$ cat config.mk
export PLATFORM = sky130hd
export DESIGN_NAME = rom_stream_ctrl
export DESIGN_NICKNAME = d
export VERILOG_FILES = /design/src/rtl/rom_stream_ctrl.sv
export SDC_FILE = /design/constraint.sdc
export NUM_CORES = 1
export LEC_CHECK = 0
export BUFFER_PORTS_ARGS = -buffer_cell sky130_fd_sc_hd__buf_2
export CAP_MARGIN = 20
export CORE_UTILIZATION = 30
export CTS_BUF_LIST = sky130_fd_sc_hd__clkbuf_16
export DETAILED_ROUTE_END_ITERATION = 8
export PLACE_DENSITY = 0.57
export SYNTH_ARGS = -nofsm -noshare
export SYNTH_HDL_FRONTEND = slang
export SYNTH_SLANG_ARGS = --single-unit
$ cat constraint.sdc
create_clock -name clk -period 5.3 [get_ports clk]
set_clock_uncertainty 0.05 [all_clocks]
set_input_delay 1.06 -clock clk [delete_from_list [all_inputs] [get_ports clk]]
set_output_delay 1.06 -clock clk [all_outputs]
set_load 0.01 [all_outputs]
$ cat src/rtl/rom_stream_ctrl.sv
// Streams a burst of words from a synchronous ROM into a valid/ready port.
// A 4-entry output FIFO plus two in-flight read stages absorb back-pressure.
module rom_stream_ctrl #(
  parameter int WIDTH  = 32,
  parameter int ADDR_W = 8
) (
  input  logic              clk,
  input  logic              rst,
  input  logic              start,
  input  logic [ADDR_W-1:0] base_addr,
  input  logic [ADDR_W:0]   count,
  output logic [ADDR_W-1:0] rom_addr,
  input  logic [WIDTH-1:0]  rom_data,
  output logic [WIDTH-1:0]  out_data,
  output logic              out_valid,
  input  logic              out_ready,
  output logic [ADDR_W:0]   out_index,
  output logic              out_last,
  output logic              busy,
  output logic              done
);

  typedef enum logic [1:0] {
    S_IDLE,
    S_FETCH,
    S_DRAIN
  } state_e;

  localparam logic [ADDR_W:0]   ONE  = 1;
  localparam logic [ADDR_W-1:0] AONE = 1;

  state_e            state_q, state_d;
  logic [ADDR_W-1:0] addr_q, addr_d;
  logic [ADDR_W:0]   cnt_q, cnt_d;
  logic [ADDR_W:0]   iss_q, iss_d;
  logic [ADDR_W:0]   idx_q, idx_d;
  logic              done_q, done_d;
  logic              v1_q, v2_q;
  logic [2:0]        occ_q;
  logic [1:0]        wr_q, rd_q;
  logic [WIDTH-1:0]  mem_q [4];

  logic              issue;
  logic              pop;
  logic              push;
  logic              head_last;
  logic              room;
  logic [3:0]        load;

  assign pop       = (occ_q != 3'd0) && out_ready;
  assign push      = v2_q;
  assign head_last = (idx_q == cnt_q - ONE);

  // FIFO words plus reads in flight; a same-cycle pop frees one slot
  assign load = {1'b0, occ_q} + {3'b0, v1_q} + {3'b0, v2_q};
  assign room = pop ? (load < 4'd5) : (load < 4'd4);

  always_comb begin
    state_d = state_q;
    addr_d  = addr_q;
    cnt_d   = cnt_q;
    iss_d   = iss_q;
    idx_d   = idx_q;
    done_d  = 1'b0;
    issue   = 1'b0;
    if (pop) begin
      idx_d = idx_q + ONE;
    end
    unique case (state_q)
      S_IDLE: begin
        if (start) begin
          if (count == '0) begin
            done_d = 1'b1;
          end else begin
            addr_d  = base_addr;
            cnt_d   = count;
            iss_d   = ONE;
            idx_d   = '0;
            issue   = 1'b1;
            state_d = S_FETCH;
          end
        end
      end
      S_FETCH: begin
        if (iss_q == cnt_q) begin
          state_d = S_DRAIN;
        end else if (room) begin
          issue  = 1'b1;
          addr_d = addr_q + AONE;
          iss_d  = iss_q + ONE;
          if (iss_q + ONE == cnt_q) begin
            state_d = S_DRAIN;
          end
        end
      end
      S_DRAIN: begin
        if (pop && head_last) begin
          state_d = S_IDLE;
          done_d  = 1'b1;
        end
      end
      default: state_d = S_IDLE;
    endcase
  end

  always_ff @(posedge clk) begin
    if (!rst) begin
      state_q <= S_IDLE;
      addr_q  <= '0;
      cnt_q   <= '0;
      iss_q   <= '0;
      idx_q   <= '0;
      done_q  <= 1'b0;
      v1_q    <= 1'b0;
      v2_q    <= 1'b0;
      occ_q   <= '0;
      wr_q    <= '0;
      rd_q    <= '0;
      for (int i = 0; i < 4; i++) begin
        mem_q[i] <= '0;
      end
    end else begin
      state_q <= state_d;
      addr_q  <= addr_d;
      cnt_q   <= cnt_d;
      iss_q   <= iss_d;
      idx_q   <= idx_d;
      done_q  <= done_d;
      v1_q    <= issue;
      v2_q    <= v1_q;
      occ_q   <= occ_q + {2'b0, push} - {2'b0, pop};
      if (push) begin
        mem_q[wr_q] <= rom_data;
        wr_q        <= wr_q + 2'd1;
      end
      if (pop) begin
        rd_q <= rd_q + 2'd1;
      end
    end
  end

  assign rom_addr  = addr_q;
  assign out_valid = (occ_q != 3'd0);
  assign out_data  = mem_q[rd_q];
  assign out_index = idx_q;
  assign out_last  = out_valid && head_last;
  assign busy      = (state_q != S_IDLE);
  assign done      = done_q;

endmodule

# Word-level counts from Yosys, hierarchy flattened
# Memories as Yosys holds them, arrays and structs flattened. A register that Yosys moved wholly into a read port is not among the register bits.
# Cells that the tools add are included.
word_totals:
  ff_bits: 47
  ramBits: 128
  in_bits: 53
  memories: 1
mem_list:
  columns: ["memory", "words", "word_bits", "read_ports", "rd_ports_with_merged_regs", "write_ports", "line_no", "text"]
  rows:
  - ["mem_q", 4, 32, 1, 1, 4, "41", "logic [WIDTH-1:0] mem_q [4];"]
op_classes:
  add_sub_neg: 10
  order_cmp: 2
  n_eq_ne: 12
  muxes: 40
  n_bitwise: 1
  reduce_logical: 12
ops:
  columns: ["operator", "n"]
  rows:
  - ["$mux 9", 8]
  - ["$mux 32", 1]
  - ["$mux 8", 4]
  - ["$reduce_or 32->1", 1]
  - ["$eq 9x9->1", 3]
  - ["$add 9x1->9 const B", 2]
  - ["$mux 2", 9]
  - ["$pmux 9 s2", 1]
  - ["$pmux 8 s2", 1]
  - ["$mux 1", 13]
  - ["$ne 2x2->1 const B", 5]
  - ["$reduce_and 5->1", 2]
  - ["$logic_not 9->1", 1]
  - ["$sub 9x1->9 const B", 1]
  - ["$add 8x1->8 const B", 1]
  - ["$lt 4x3->1 const B", 2]
  - ["$ne 3x3->1 const B", 2]
  - ["$pmux 2 s3", 1]
  - ["$add 2x1->2 const B", 2]
  - ["$add 3x1->4", 1]
  - ["$add 4x1->4", 1]
  - ["$pmux 1 s2", 2]
  - ["$reduce_bool 2->1", 2]
  - ["$add 3x1->3", 1]
  - ["other kinds (8)", 10]

# Depth between registers and ports, before layout
depth:
  depth_word: 7
  depth_mapped: 12
  ltp_nobuf: 10

# Worst setup path before layout
# Ideal clock, no wire load.
synth_path:
  kind: "register to register"
  start: "reg wr_q[1]"
  end: "mem mem_q[0][0], enable pin"
  setup_time_ns: 0.466
  arrival_ns: 3.056
  required_ns: 4.784
  path_slack_ns: 1.728
  path_stages_with_launch: 4
  n_path_buf: 1
  synth_period_minus_slack_ns: 3.572
  path_cell_list: "dfxtp_1 > or2_2 > clkbuf_1 > o21ai_0"
synth_lines:
  columns: ["element", "line_no", "text"]
  rows:
  - ["start: declaration", "40", "logic [1:0] wr_q, rd_q;"]
  - ["start signal: assignment", "134", "wr_q <= wr_q + 2'd1;"]
  - ["end: declaration", "41", null]

==> flow_summary.ini <==
[global_routing]
grt_max_degree = 34
top_usage_layer = met2
grt_usage_pct = 14.14
grtUsageMet2_pct = 23.93
grt_pass1_vias = 5345
grt_pass1_wl_um = 29850
use_met1_pct = 18.29
grtUsageMet3_pct = 3.018
antenna_found_initial = 1
grt_overflow_total = 0

[status]
outcome = completed

[finish]
n_antenna_cell = 0
seq_area_um2 = 4826
multi_input_area_um2 = 2954
nets = 853
synthToLayoutAreaGrowth_pct = 18.45
fin_cells = 1137
fillers = 2579
drive_above_1_share_pct = 23.82
fin_util_pct = 36.57

[critical_path]
critPathCaptureType = output port
rrSetupSlack_ns = 2.57
slowest_stage = dfxtp_2
crit_path_max_fanout = 18
crit_required_ns = 4.19
worstPathCellList = buf_4 -> mux4_2 -> buf_2
worstPathArrival_ns = 2.39
slowest_delay_ns = 0.78
crit_type = reg -> out
startpoint_type = flip-flop

[synthesis]
synth_common_cells = nor2_1 (139), edfxtp_1 (128), nand2_1 (62)
post-synth-top-count-cell = nor2_1
syn_nets = 761
synth-edff-count = 128
async_reset_ff_share_pct = 0
yosysUniqueCellTypes = 51
synth_top_cell_by_area = edfxtp_1
synthCells = 698
synth_area_um2 = 8137
synth_top_area_share_pct = 47.24
yosysSeqAreaShare_pct = 59.30
syn_area_per_cell_um2 = 11.66
ys_seq_elements = 177
yosysWarningCount = 0
ys.flop_type = edfxtp_1
synthTopCellsByArea = edfxtp_1 (47%), dfxtp_1 (12%), mux4_2 (8.9%)

[timing]
worst_pin_slew_ns = 0.9056
min_period_over_period_pct = 65.96
finalSetupViolCount = 0
relSlewSlack_pct = 39.56
fin_ws_ns = 1.804
timing.fmax_mhz = 286.0
finalMaxSlewViolations = 0
finalHoldViolCount = 0
min_period_ns = 3.496
rsz0062_at_grt = no
setup-tns-final_ns = 0

[clocking]
cts_resized = 0
cts_tree = done
htreeDepth = 4
numCtsBuffers = 17
clkLatencyLatePin_ns = 0.43
clk_path_buf_depth = 2
ctsRootBufferMaster = clkbuf_16
cts_hold_buf = 0
path_clk_slew_ns = 0.06
cts_setup_buffers = 0
clock-sinks = 177

[placed_design]
dp.cells = 1105
gp_congestion = 0.7570
dp_slack_ns = 2.009
portBuffers = 105
hpwl_um = 11870

[drt]
vias = 5389
drt-total-wl_um = 19080
drc = 0
ant_nets = 0
viasPerCell = 4.740
drt_iter0_drc = 297
drt_pass1_iterations = 5
wl_per_cell_um = 16.78

[floorplan]
io_pins = 106
coreArea_um2 = 26350
initial_core_util_pct = 30.87
die_x_um = 166.7
fp.dieH_um = 166.7
dieArea_um2 = 27780
rows = 59

[power]
leakage_nw = 3.831
power.density_nw_per_um2 = 402.2
vdd_drop_max_mv = 0.1519

[flow_run]
maxCapViolations = 0

[hold_path]
hp-class = reg -> reg
## metrics by stage
step	total power, mW	cell area, um2	hold WS [ns]
after floorplan	2.288	8137	0.4036
after global placement	2.544	8991	0.4184
after detailed placement	2.553	8991	0.4158
after CTS	3.915	9623	0.4265
after global routing	4.050	9638	0.4588
final	3.876	9638	0.4268
## layer usage
layer / vias to the layer above / share of wire (%) / wire [um]
li1: 2636 / - / -
met1: 2617 / 46 / 8685
met2: 126 / 49 / 9395
met3: 8 / 4.7 / 891
met4: 2 / 0.51 / 97
met5: - / 0.042 / 8
## flip-flops by register name, summed over array words and instances, names as in the netlist, named ones only
register,cells
wr_q,2
done,1
out_index,9
rom_addr,8
cnt_q,9
push,1
rd_q,2
iss_q,9
mem_q,128
occ_q,3
v1_q,1
state_q,2
## worst paths after layout
| path | start | end | cells past startpoint |
|---|---|---|---|
| worst max-delay path | flip-flop | out_data[16] | 3 |
| worst min-delay path | v1_q | push | 2 |
| worst max register to register | push | iss_q[7] | 11 |
| worst min register to register | v1_q | push | 2 |
## power breakdown
| group | internal, mW | switching [mW] |
|---|---|---|
| logic | 0.377 | 0.429 |
| registers | 1.59 | 0.117 |
| clock network | 0.801 | 0.563 |
| total | 2.77 | 1.11 |
## cells by family (layout without fill, tap and decap cells)
kind of cell | Yosys count | in the layout | synth area share [%]
and+or+nand+nor | 279 | 279 | 15.19
adders and majority gates | 10 | 10 | 1.722
xor gates and xnor gates | 35 | 35 | 3.767
buffers and inverters | 93 | 197 | 4.844
DFF | 177 | 177 | 59.30
muxes | 42 | 42 | 10.09
AOI/OAI and AO/OA | 62 | 62 | 5.090
## area by class of cell
type	instances	share of cell area, %
clock buffers	17	4.414
multi-input cells	428	30.65
inverters	49	1.908
well taps	335	4.349
flip-flops and latches	177	50.07
clock inverters	14	2.142
repair buffers	117	6.465
## cells in the final DEF, fill, tap and decap left out, types with 4 or more instances in the layout
cell type and n:
nor2_1 138, edfxtp_1 128, buf_2 105, nand2_1 62, inv_1 51, dfxtp_1 48, mux4_2 32, a21oi_1 21
xnor2_1 18, xor2_1 17, clkbuf_16 17, nand3_1 15, nor3_1 11, buf_4 11, mux2i_1 10, nand4_1 8
nand2b_1 8, ha_1 8, or3_1 7, nor4_1 6, o32ai_1 6, nor2b_1 5, o21ai_0 4, a31oi_1 4
o211ai_1 4, bufinv_16 4, inv_8 4
## worst max-delay path, delay by kind of cell, from the launching register on
| kind | cells | cell delay [ns] |
|---|---|---|
| buf+inv | 2 | 0.61 |
| flops | 1 | 0.78 |
| mux | 1 | 0.57 |
No activity file was read; power rests on OpenSTA's default activity.
